===== config.mk =====
export PLATFORM = sky130hd
export DESIGN_NAME = image_mem_streamer
export DESIGN_NICKNAME = d
export VERILOG_FILES = /design/src/rtl/image_stream_pkg.sv /design/src/rtl/image_stream_fifo.sv /design/src/rtl/image_mem_streamer.sv
export SDC_FILE = /design/constraint.sdc
export NUM_CORES = 1
export LEC_CHECK = 0
export BUFFER_PORTS_ARGS = -buffer_cell sky130_fd_sc_hd__buf_2
export CORE_MARGIN = 5
export CORE_UTILIZATION = 46
export CTS_CLUSTER_SIZE = 25
export DETAILED_ROUTE_END_ITERATION = 16
export GPL_ROUTABILITY_DRIVEN = 0
export GPL_TIMING_DRIVEN = 1
export SLEW_MARGIN = 20
export SYNTH_ARGS = -nofsm -noshare
export SYNTH_HDL_FRONTEND = slang
export SYNTH_SLANG_ARGS = --single-unit

===== constraint.sdc =====
create_clock -name clk -period 4.3 [get_ports clk]
set_input_delay 0 -clock clk [delete_from_list [all_inputs] [get_ports clk]]
set_output_delay 0 -clock clk [all_outputs]
set_load 0.05 [all_outputs]

===== src/rtl/image_stream_pkg.sv =====
// Shared widths, FSM state encoding and return-buffer entry layout for the
// image RAM streamer.
package image_stream_pkg;

    localparam int ADDR_W_DFLT     = 16;
    localparam int PIX_W_DFLT      = 8;
    localparam int DIM_W_DFLT      = 16;
    localparam int FIFO_DEPTH_DFLT = 4;

    typedef enum logic [1:0] {
        ST_IDLE  = 2'd0,
        ST_FETCH = 2'd1,
        ST_DRAIN = 2'd2,
        ST_DONE  = 2'd3
    } state_t;

    typedef struct packed {
        logic [PIX_W_DFLT-1:0] data;
        logic                  sop;
        logic                  eol;
        logic                  eop;
    } fifo_entry_t;

    localparam int ENTRY_W = $bits(fifo_entry_t);

endpackage


===== src/rtl/image_stream_fifo.sv =====
// Small synchronous FIFO holding returned pixels with their stream markers.
// Callers guarantee no push when full and no pop when empty; flush has priority.
module image_stream_fifo #(
    parameter  int DEPTH = 4,
    parameter  int WIDTH = 11,
    localparam int CNT_W = $clog2(DEPTH + 1),
    localparam int PTR_W = (DEPTH > 1) ? $clog2(DEPTH) : 1
) (
    input  logic             clk,
    input  logic             reset_n,
    input  logic             push,
    input  logic [WIDTH-1:0] push_data,
    input  logic             pop,
    input  logic             flush,
    output logic [WIDTH-1:0] pop_data,
    output logic [CNT_W-1:0] count,
    output logic             empty
);

    logic [WIDTH-1:0] r_mem [DEPTH];
    logic [PTR_W-1:0] r_wr_ptr;
    logic [PTR_W-1:0] r_rd_ptr;
    logic [CNT_W-1:0] r_count;

    function automatic logic [PTR_W-1:0] next_ptr(input logic [PTR_W-1:0] p);
        return (p == PTR_W'(DEPTH - 1)) ? '0 : p + PTR_W'(1);
    endfunction

    always_ff @(posedge clk or negedge reset_n) begin
        if (!reset_n) begin
            r_wr_ptr <= '0;
            r_rd_ptr <= '0;
            r_count  <= '0;
        end else if (flush) begin
            r_wr_ptr <= '0;
            r_rd_ptr <= '0;
            r_count  <= '0;
        end else begin
            if (push) r_wr_ptr <= next_ptr(r_wr_ptr);
            if (pop)  r_rd_ptr <= next_ptr(r_rd_ptr);
            case ({push, pop})
                2'b10:   r_count <= r_count + CNT_W'(1);
                2'b01:   r_count <= r_count - CNT_W'(1);
                default: r_count <= r_count;
            endcase
        end
    end

    // Storage is not reset; the pointers alone define what is valid.
    always_ff @(posedge clk) begin
        if (push && !flush) r_mem[r_wr_ptr] <= push_data;
    end

    assign pop_data = r_mem[r_rd_ptr];
    assign count    = r_count;
    assign empty    = (r_count == '0);

endmodule


===== src/rtl/image_mem_streamer.sv =====
// Reads a W x H 8-bit frame from the image RAM (1-clk read latency) and emits
// it as a raster valid/ready stream with sop/eol/eop markers.
//
//   state    | meaning
//   ---------+-------------------------------------------------------------
//   ST_IDLE  | waiting for start; parameters latched on an accepted start
//   ST_FETCH | issuing reads while buffer credit allows
//   ST_DRAIN | all reads issued; emptying buffer and output register
//   ST_DONE  | one-clk done pulse, then back to idle
module image_mem_streamer
    import image_stream_pkg::*;
#(
    parameter int ADDR_W     = ADDR_W_DFLT,
    parameter int PIX_W      = PIX_W_DFLT,
    parameter int DIM_W      = DIM_W_DFLT,
    parameter int FIFO_DEPTH = FIFO_DEPTH_DFLT
) (
    input  logic              clk,
    input  logic              reset_n,
    input  logic              start,
    input  logic [ADDR_W-1:0] base_addr,
    input  logic [DIM_W-1:0]  img_width,
    input  logic [DIM_W-1:0]  img_height,
    input  logic              abort,
    output logic              busy,
    output logic              done,
    output logic [ADDR_W-1:0] mem_address,
    output logic              mem_chipselect,
    output logic              mem_write,
    output logic              mem_clken,
    input  logic [PIX_W-1:0]  mem_readdata,
    output logic [PIX_W-1:0]  st_data,
    output logic              st_valid,
    input  logic              st_ready,
    output logic              st_sop,
    output logic              st_eol,
    output logic              st_eop
);

    localparam int CNT_W = $clog2(FIFO_DEPTH + 1);

    state_t            r_state, w_state_nxt;
    logic [ADDR_W-1:0] r_base, r_idx;
    logic [DIM_W-1:0]  r_width, r_height, r_x, r_y;
    logic              r_inflight, r_if_sop, r_if_eol, r_if_eop;
    fifo_entry_t       r_st;
    logic              r_st_valid;

    logic              w_start_ok, w_zero_dim, w_x_last, w_y_last, w_issue;
    logic              w_push, w_pop, w_fifo_empty;
    logic [CNT_W-1:0]  w_fifo_count;
    logic [CNT_W:0]    w_credit_used;
    fifo_entry_t       w_push_entry, w_head;

    assign w_zero_dim    = (img_width == '0) || (img_height == '0);
    assign w_start_ok    = (r_state == ST_IDLE) && start && !abort;
    assign w_x_last      = (r_x == r_width - DIM_W'(1));
    assign w_y_last      = (r_y == r_height - DIM_W'(1));
    // A read only goes out if its data is guaranteed a buffer slot.
    assign w_credit_used = {1'b0, w_fifo_count} + (CNT_W + 1)'(r_inflight);
    assign w_issue       = (r_state == ST_FETCH) && !abort &&
                           (w_credit_used < (CNT_W + 1)'(FIFO_DEPTH));

    always_ff @(posedge clk or negedge reset_n) begin
        if (!reset_n) r_state <= ST_IDLE;
        else          r_state <= w_state_nxt;
    end

    always_comb begin
        w_state_nxt = r_state;
        case (r_state)
            ST_IDLE:  if (start) w_state_nxt = w_zero_dim ? ST_DONE : ST_FETCH;
            ST_FETCH: if (w_issue && w_x_last && w_y_last) w_state_nxt = ST_DRAIN;
            ST_DRAIN: if (w_fifo_empty && !r_inflight && r_st_valid && st_ready && r_st.eop)
                          w_state_nxt = ST_DONE;
            ST_DONE:  w_state_nxt = ST_IDLE;
            default:  w_state_nxt = ST_IDLE;
        endcase
        if (abort) w_state_nxt = ST_IDLE;
    end

    always_ff @(posedge clk or negedge reset_n) begin
        if (!reset_n) begin
            r_base     <= '0;
            r_width    <= '0;
            r_height   <= '0;
            r_x        <= '0;
            r_y        <= '0;
            r_idx      <= '0;
            r_inflight <= 1'b0;
            r_if_sop   <= 1'b0;
            r_if_eol   <= 1'b0;
            r_if_eop   <= 1'b0;
        end else begin
            r_inflight <= w_issue;
            if (w_start_ok) begin
                r_base   <= base_addr;
                r_width  <= img_width;
                r_height <= img_height;
                r_x      <= '0;
                r_y      <= '0;
                r_idx    <= '0;
            end else if (w_issue) begin
                r_if_sop <= (r_x == '0) && (r_y == '0);
                r_if_eol <= w_x_last;
                r_if_eop <= w_x_last && w_y_last;
                r_idx    <= r_idx + ADDR_W'(1);
                if (w_x_last) begin
                    r_x <= '0;
                    r_y <= r_y + DIM_W'(1);
                end else begin
                    r_x <= r_x + DIM_W'(1);
                end
            end
        end
    end

    assign w_push_entry = '{data: mem_readdata, sop: r_if_sop, eol: r_if_eol, eop: r_if_eop};
    assign w_push       = r_inflight && !abort;
    assign w_pop        = !w_fifo_empty && !abort && (!r_st_valid || st_ready);

    image_stream_fifo #(
        .DEPTH (FIFO_DEPTH),
        .WIDTH (ENTRY_W)
    ) u_fifo (
        .clk       (clk),
        .reset_n   (reset_n),
        .push      (w_push),
        .push_data (w_push_entry),
        .pop       (w_pop),
        .flush     (abort),
        .pop_data  (w_head),
        .count     (w_fifo_count),
        .empty     (w_fifo_empty)
    );

    // Output register refills from the buffer head in the same clk a beat is taken.
    always_ff @(posedge clk or negedge reset_n) begin
        if (!reset_n) begin
            r_st_valid <= 1'b0;
            r_st       <= '0;
        end else if (abort) begin
            r_st_valid <= 1'b0;
        end else if (w_pop) begin
            r_st_valid <= 1'b1;
            r_st       <= w_head;
        end else if (st_ready) begin
            r_st_valid <= 1'b0;
        end
    end

    assign busy           = (r_state == ST_FETCH) || (r_state == ST_DRAIN);
    assign done           = (r_state == ST_DONE);
    assign mem_chipselect = w_issue;
    assign mem_address    = w_issue ? (r_base + r_idx) : '0;
    assign mem_write      = 1'b0;
    assign mem_clken      = 1'b1;
    assign st_valid       = r_st_valid;
    assign st_data        = r_st.data;
    assign st_sop         = r_st.sop;
    assign st_eol         = r_st.eol;
    assign st_eop         = r_st.eop;

endmodule


==> flow_summary.yaml, run 1 <==
synthesis:
  post_synth_mux_area_share_pct: 5.58
  ys_seq_area_share_pct: 47.2
  ys_top_cells_by_count: "nand2_1 (186), dfrtp_1 (121), nor2_1 (76)"
  synth_xor_area_share_pct: 6.08
  synth_top_family_by_area: "simple AND/OR/NAND/NOR gates"
  syn_nets: 1043
  async_reset_ff_share_pct: 73.3
  yosys_warnings: 0
  synth_edf_count: 44
  synth.most_common_cell: "nand2_1"
  netlist_instances: 948
  ys_types: 68
  synth-compound-area-share_pct: 9.50
  yosys.area.top_type: "dfrtp_1"
  ys_ff_latch: 165
  synth.avg_cell_area_um2: 9.72
  netlist_area_mm2: 0.00922
  synth_flop_cell: "dfrtp_1"
  synth_simple_gate_area_share_pct: 23.7
  synth_adder_area_share_pct: 4.78
  synth_top_area_share_pct: 32.9
  synthTopCellsByArea: "dfrtp_1 (33%), edfxtp_1 (14%), nand2_1 (7.6%)"
timing:
  hold_ws_ns: 0.0795
  fmax_ghz: 0.265
  clock_skew_ns: 0.0105
  maxSlewViolCount: 0
  timing.final.crit_share_pct: 87.7
  rsz0062_at_grt: "no"
  post-route-min-period_ns: 3.77
  hold_violations: 0
  maxSlewHeadroom_pct: 37.4
  finalSetupViolCount: 0
  tightestPinTransition_ns: 0.937
  setup_tns_ns: 0
floorplan:
  initial_core_util_pct: 47.0
  num_io_pins: 94
  coreArea_mm2: 0.0196
  dieWidth_um: 152
  die-area_mm2: 0.0230
  num_rows: 51
  dieHeight_um: 152
cells_and_area:
  antenna_cells: 0
  final_design_area_no_fill_mm2: 0.0111
  area_delta_synth_final_pct: 20.8
  final_layout_size_suffix_gt1_share_pct: 15.6
  fill_cells: 1688
  fin_util_pct: 56.8
  nNetsFinal: 1175
placed_design:
  placed_area_mm2: 0.00989
  io_buffers: 91
  dp_hpwl_mm: 14.3
power_and_ir_drop:
  max-vdd-ir-drop_mv: 0.291
  power_frac_comb_pct: 37.8
  power.internal_uw: 3730
  p_sw_uw: 2650
  pwr-share-clk_pct: 24.7
  powerDensity_mw_per_mm2: 573
  p_leak_uw: 0.00481
  swShare_pct: 41.5
  pwr-share-seq_pct: 37.5
  total_power_uw: 6370
route:
  drc: 0
  wire_per_inst_um: 15.5
  wl_mm: 21.0
  vias: 7205
  post_drt_via_cell_ratio: 5.31
  ant_nets: 0
  dr.pass1.iters: 4
  drt_iter0_drc: 368
global_routing:
  grt_max_degree: 65
  grt_util_all_layers_pct: 19.1
  antenna_found_initial: 0
  grt_pass1_wl_mm: 35.2
  grt.overflow.total: 0
  grt_pass1_vias: 7061
clocking:
  cts_setup_buffers: 0
  clk_latency_ns: 0.43
  cts_buffer_depth: 2
  cts_tree: "yes"
  clockRootBuffer: "clkbuf_16"
  htree_levels: 4
  cts_sinks: 165
  clk_pin_slew_worst_paths_ns: 0.08
  cts_buffers: 17
worst_hold_path:
  hold_path.class: "primary input to flip-flop"
  hold_path_startpoint: "start"
  hold_path_depth: 4
  hold_end: "r_y[8]"
worst_setup_path:
  cp-end-kind: "primary output"
  crit_fanout: 5
  regToRegStartpoint: "r_width[2]"
  crit_arrival_ns: 3.77
  ff2ff_setup_slack_ns: 0.78
  regToRegEndpoint: "r_y[3]"
  critPathLaunchType: "flip-flop"
  reg2reg_depth: 8
  required_ns: 4.30
  critical_path_class: "flip-flop to primary output"
status:
  outcome: "completed"
run:
  max-cap-violations: 0
==> critical path, cell delays in order (launching register included) <==
cell and delay, ns:
dfrtp_1 0.44, ha_1 0.29, a21o_1 0.15, a21o_1 0.21, a211o_1 0.34, a2111oi_0 0.71, nor3_1 0.15, o31a_1 0.33
or3_1 0.30, a21oi_1 0.14, buf_2 0.27
==> per-stage QoR <==
stage / setup WS, ns / instances
5_1_grt: 0.291 / 1358
3_5_place_dp: 0.804 / 1266
4_1_cts: 0.552 / 1358
2_1_floorplan: 0.909 / 948
6_report: 0.531 / 1358
3_3_place_gp: 0.826 / 1266
==> metal layers <==
metal	vias to the layer above	track usage [%]	share of wire [%]	wire, um
met4	0	4.36	1.1	231
met2	133	30.1	45	9460
met1	3417	27.5	50	10500
met5	-	0	0	0
li1	3636	-	-	-
met3	19	3.69	4.0	838
==> cell usage in the layout (no fill, tap or decap), types with 14 or more instances in the layout <==
master,n
dfrtp_1,121
nor3b_1,14
nor3_1,22
o21ai_0,26
nand2_1,186
a21oi_1,22
xor2_1,22
inv_1,24
nand4_1,22
nand2b_1,16
xnor2_1,42
dlygate4sd3_1,60
clkbuf_16,17
edfxtp_1,44
buf_2,90
and3_1,14
ha_1,32
nand3_1,23
o21a_1,14
nor2_1,75
nor4_1,30
==> final cells by class <==
cell class	count	area, um2	share of cell area (%)
Multi-Input combinational cell	713	4600	41.3
Sequential cell	165	4350	39.1
Timing Repair Buffer	159	1120	10.1
Clock buffer	17	425	3.82
Tap cell	265	332	2.98
Clock inverter	15	216	1.94
Inverter	24	90.1	0.809
==> timing repair <==
item | CTS | global route
hold buffers | 60 | 0
hold endpoints to repair | 134 | 0
gates resized for setup | 0 | 0
==> registers in the layout (all words and copies together), names as in the netlist, 2 cells and up <==
name             cells
u_fifo.count         3
r_idx               16
r_height            16
st_data              8
u_fifo.r_rd_ptr      2
r_state              2
r_width             16
u_fifo.r_mem        44
u_fifo.r_wr_ptr      2
r_x                 16
r_y                 16
r_base              16
==> worst max-delay path by stage <==
stage	start	end	slack, ns	depth (start not counted)
after floorplan	r_idx[1]	mem_address[15]	0.91	9
after detailed placement	r_width[2]	r_y[5]	0.80	8
after global routing	r_idx[1]	mem_address[15]	0.29	10
after global placement	r_width[0]	r_y[5]	0.83	8
final	r_idx[1]	mem_address[15]	0.53	10
after CTS	r_idx[1]	mem_address[15]	0.55	10
==> power by group through the flow <==
stage | clock, uW | combinational, uW | sequential (uW)
6_report | 1570 | 2410 | 2390
5_1_grt | 1680 | 2690 | 2460
4_1_cts | 1610 | 2430 | 2390
3_5_place_dp | 0 | 2370 | 2420
3_3_place_gp | 0 | 2340 | 2420
2_1_floorplan | 0 | 1780 | 2440
==> cells by family (layout without fill, tap and decap cells) <==
logic type | after synthesis | in the layout
AND/OR/NAND/NOR | 453 | 453
buffers and inverters | 70 | 215
multiplexers | 36 | 36
AO/OA/AOI/OAI | 124 | 124
adder cells (fa/ha/maj) | 34 | 34
flip-flops | 165 | 165
XOR/XNOR | 64 | 64
other | 2 | 2
No activity file was read; power rests on OpenSTA's default activity.
==> run 2, diff against run 1 <==
Settings changed: ABC_AREA set to 1, BUFFER_PORTS_ARGS -buffer_cell sky130_fd_sc_hd__buf_2 to not set, DONT_BUFFER_PORTS set to 1.
==> run 2 against run 1 <==
Net effect: cell count grew 13%; clock skew is 0.0014 ns higher; largest cell class unchanged; synthesized cell count increased by 26%; wire length grew 7.5%; cell area decreased by 0.54%; total power increased by 8.4%.
==> flow_summary.yaml, run 2 <==
synthesis:
  post_synth_mux_area_share_pct: 0
  synth-compound-area-share_pct: 10.9
  synth_simple_gate_area_share_pct: 28.1
  yosys_warnings: 0
  async_reset_ff_share_pct: 73.3
  synth.avg_cell_area_um2: 8.00
  synth_adder_area_share_pct: 4.62
  synthTopCellsByArea: "dfrtp_1 (32%), edfxtp_1 (14%), nand2_1 (12%)"
  yosys.area.top_type: "dfrtp_1"
  synth_top_family_by_area: "simple AND/OR/NAND/NOR gates"
  synth_edf_count: 44
  netlist_area_mm2: 0.00953
  synth_flop_cell: "dfrtp_1"
  ys_ff_latch: 165
  syn_nets: 1286
  ys_top_cells_by_count: "nand2_1 (296), nor2_1 (154), dfrtp_1 (121)"
  synth.most_common_cell: "nand2_1"
  netlist_instances: 1191
  synth_top_area_share_pct: 31.8
  synth_xor_area_share_pct: 4.13
  ys_seq_area_share_pct: 45.6
  ys_types: 54
worst_setup_path:
  crit_buf_inv: 0
  cp_slowest_stage_delay_ns: 0.71
  regToRegEndpoint: "r_y[9]"
  critical_path_class: "flip-flop to primary output"
  ff2ff_setup_slack_ns: 1.63
  crit_chain: "ha_1, fa_1, nand3_1, nand3_1, a21oi_1, o21ai_0, a21boi_0, xor2_1, nor2_1"
  crit_fanout: 5
  crit_path_frequent_cell: "nand3_1"
  cp-end-kind: "primary output"
  reg2reg_depth: 12
  cp.depth: 9
  cpMaxStageDelayCell: "nor2_1"
  critPathTopFamily: "simple AND/OR/NAND/NOR gates"
  critPathLaunchType: "flip-flop"
  regToRegStartpoint: "r_state[1]"
  required_ns: 4.30
  crit_arrival_ns: 3.25
cells_and_area:
  area_delta_synth_final_pct: 16.1
  multi_input_area_mm2: 0.00457
  final_layout_size_suffix_gt1_share_pct: 8.23
  largest_reg_flops: 44
  regArea_mm2: 0.00435
  fill_cells: 1898
  mostFrequentLayoutCell: "nand2_1"
  final_cell_mix: "nand2_1 (296), nor2_1 (150), dfrtp_1 (121), inv_1 (111), o21ai_0 (101)"
  largest-register: "u_fifo.r_mem"
  nNetsFinal: 1346
status:
  outcome: "completed"
clocking:
  ctsResizeCount: 0
  clk_latency_ns: 0.43
  clk_pin_slew_worst_paths_ns: 0.07
  htree_levels: 4
  cts_buffers: 17
  clockRootBuffer: "clkbuf_16"
  cts_tree: "yes"
  cts_buffer_depth: 2
  cts_sinks: 165
run:
  max-cap-violations: 0
worst_hold_path:
  hold_path_startpoint: "st_ready"
  hold_path.class: "primary input to flip-flop"
  hold_end: "r_state[0]"
  hold_path_depth: 6
floorplan:
  num_rows: 52
  num_io_pins: 94
  dieWidth_um: 154
  coreArea_mm2: 0.0203
  die-area_mm2: 0.0237
  dieHeight_um: 154
  initial_core_util_pct: 47.0
timing:
  maxSlewViolCount: 0
  rsz0062_at_grt: "no"
  hold_violations: 0
  fmax_ghz: 0.307
  post-route-min-period_ns: 3.25
  setup_tns_ns: 0
  timing.final.crit_share_pct: 75.7
  clock_skew_ns: 0.0119
  setup_ws_ns: 1.05
  maxSlewHeadroom_pct: 33.9
  finalSetupViolCount: 0
  tightestPinTransition_ns: 0.987
global_routing:
  grt.overflow.total: 0
  grt_max_degree: 122
  grt_util_all_layers_pct: 19.0
  antenna_found_initial: 1
  grt_pass1_vias: 7405
  grt_pass1_wl_mm: 37.0
power_and_ir_drop:
  p_leak_uw: 0.00496
  powerDensity_mw_per_mm2: 624
  max-vdd-ir-drop_mv: 0.331
route:
  ant_nets: 0
  wire_per_inst_um: 14.7
  post_drt_via_cell_ratio: 5.14
  dr.pass1.iters: 7
  vias: 7896
  drc: 0
  drt_iter0_drc: 479
  wl_mm: 22.6
placed_design:
  io_buffers: 0
  placement.setup.worst_slack_ns: 1.53
  dp_hpwl_mm: 15.7
[run 2: changes by cell type after synthesis, sizes merged, moves of 30 or more]
cell and delta:
nand2 +116, nor2 +92, o21ai +94, xnor2 -30
inv +94, nand3 +47
[run 2: what timing repair did]
item,CTS,global route
hold buffers,67,0
setup endpoints to repair,0,0
buffers inserted,0,0
hold endpoints to repair,211,0
[run 2: cell type report]
class | instances | share of cell area, %
Multi-Input combinational cell | 872 | 41.2
Sequential cell | 165 | 39.3
Timing Repair Buffer | 76 | 6.83
Inverter | 119 | 4.08
Clock buffer | 17 | 3.84
Tap cell | 270 | 3.05
Clock inverter | 15 | 1.64
Antenna cell | 1 | 0.0226
[run 2: worst max path at each step]
stage                        start               to  slack [ns]
after floorplan           r_idx[0]  mem_address[12]        1.64
after global placement    r_idx[0]  mem_address[10]        1.58
after detailed placement  r_idx[0]  mem_address[10]        1.53
after CTS                 r_idx[0]  mem_address[10]        1.04
after global routing      r_idx[0]  mem_address[10]        0.75
final                     r_idx[0]  mem_address[10]        1.05
[run 2: metal layers]
| metal | part of all wire, % | track usage [%] | routed length, um |
|---|---|---|---|
| met1 | 45 | 24.1 | 10100 |
| met2 | 51 | 33.3 | 11400 |
| met3 | 3.0 | 3.34 | 682 |
| met4 | 1.4 | 5.68 | 317 |
| met5 | 0 | 0 | 0 |
[run 2: tightest hold or removal path, stage by stage]
cell	delay [ns]
nand4_1	0.07
o21ai_0	0.07
nor2_1	0.09
a21oi_1	0.08
nand3_1	0.08
nand2_1	0.05
[run 2: cell families (layout without fill, tap and decap cells)]
| kind of cell | Yosys count | count (layout) |
|---|---|---|
| compound gates | 182 | 182 |
| xor+xnor | 45 | 45 |
| fa+ha+maj | 34 | 34 |
| buf+inv | 154 | 227 |
| flops | 165 | 165 |
| other cells | 2 | 3 |
| simple gates | 609 | 609 |
[run 2: report_power, final]
part,internal [uW],switching (uW),total [uW]
combinational,956,1740,2700
sequential,2020,659,2680
clock,790,745,1530
[run 2: metrics by stage]
step | instances | util, % | hold WS, ns | total power (uW) | cell area [um2]
finish | 1535 | 54.5 | 0.0518 | 6910 | 11100
global route | 1535 | 54.5 | 0.114 | 7470 | 11100
CTS | 1534 | 54.5 | 0.0352 | 6980 | 11100
detailed placement | 1435 | 48.1 | -0.292 | 5330 | 9760
global placement | 1435 | 48.1 | -0.292 | 5280 | 9760
floorplan | 1191 | - | -0.296 | 4750 | 9530
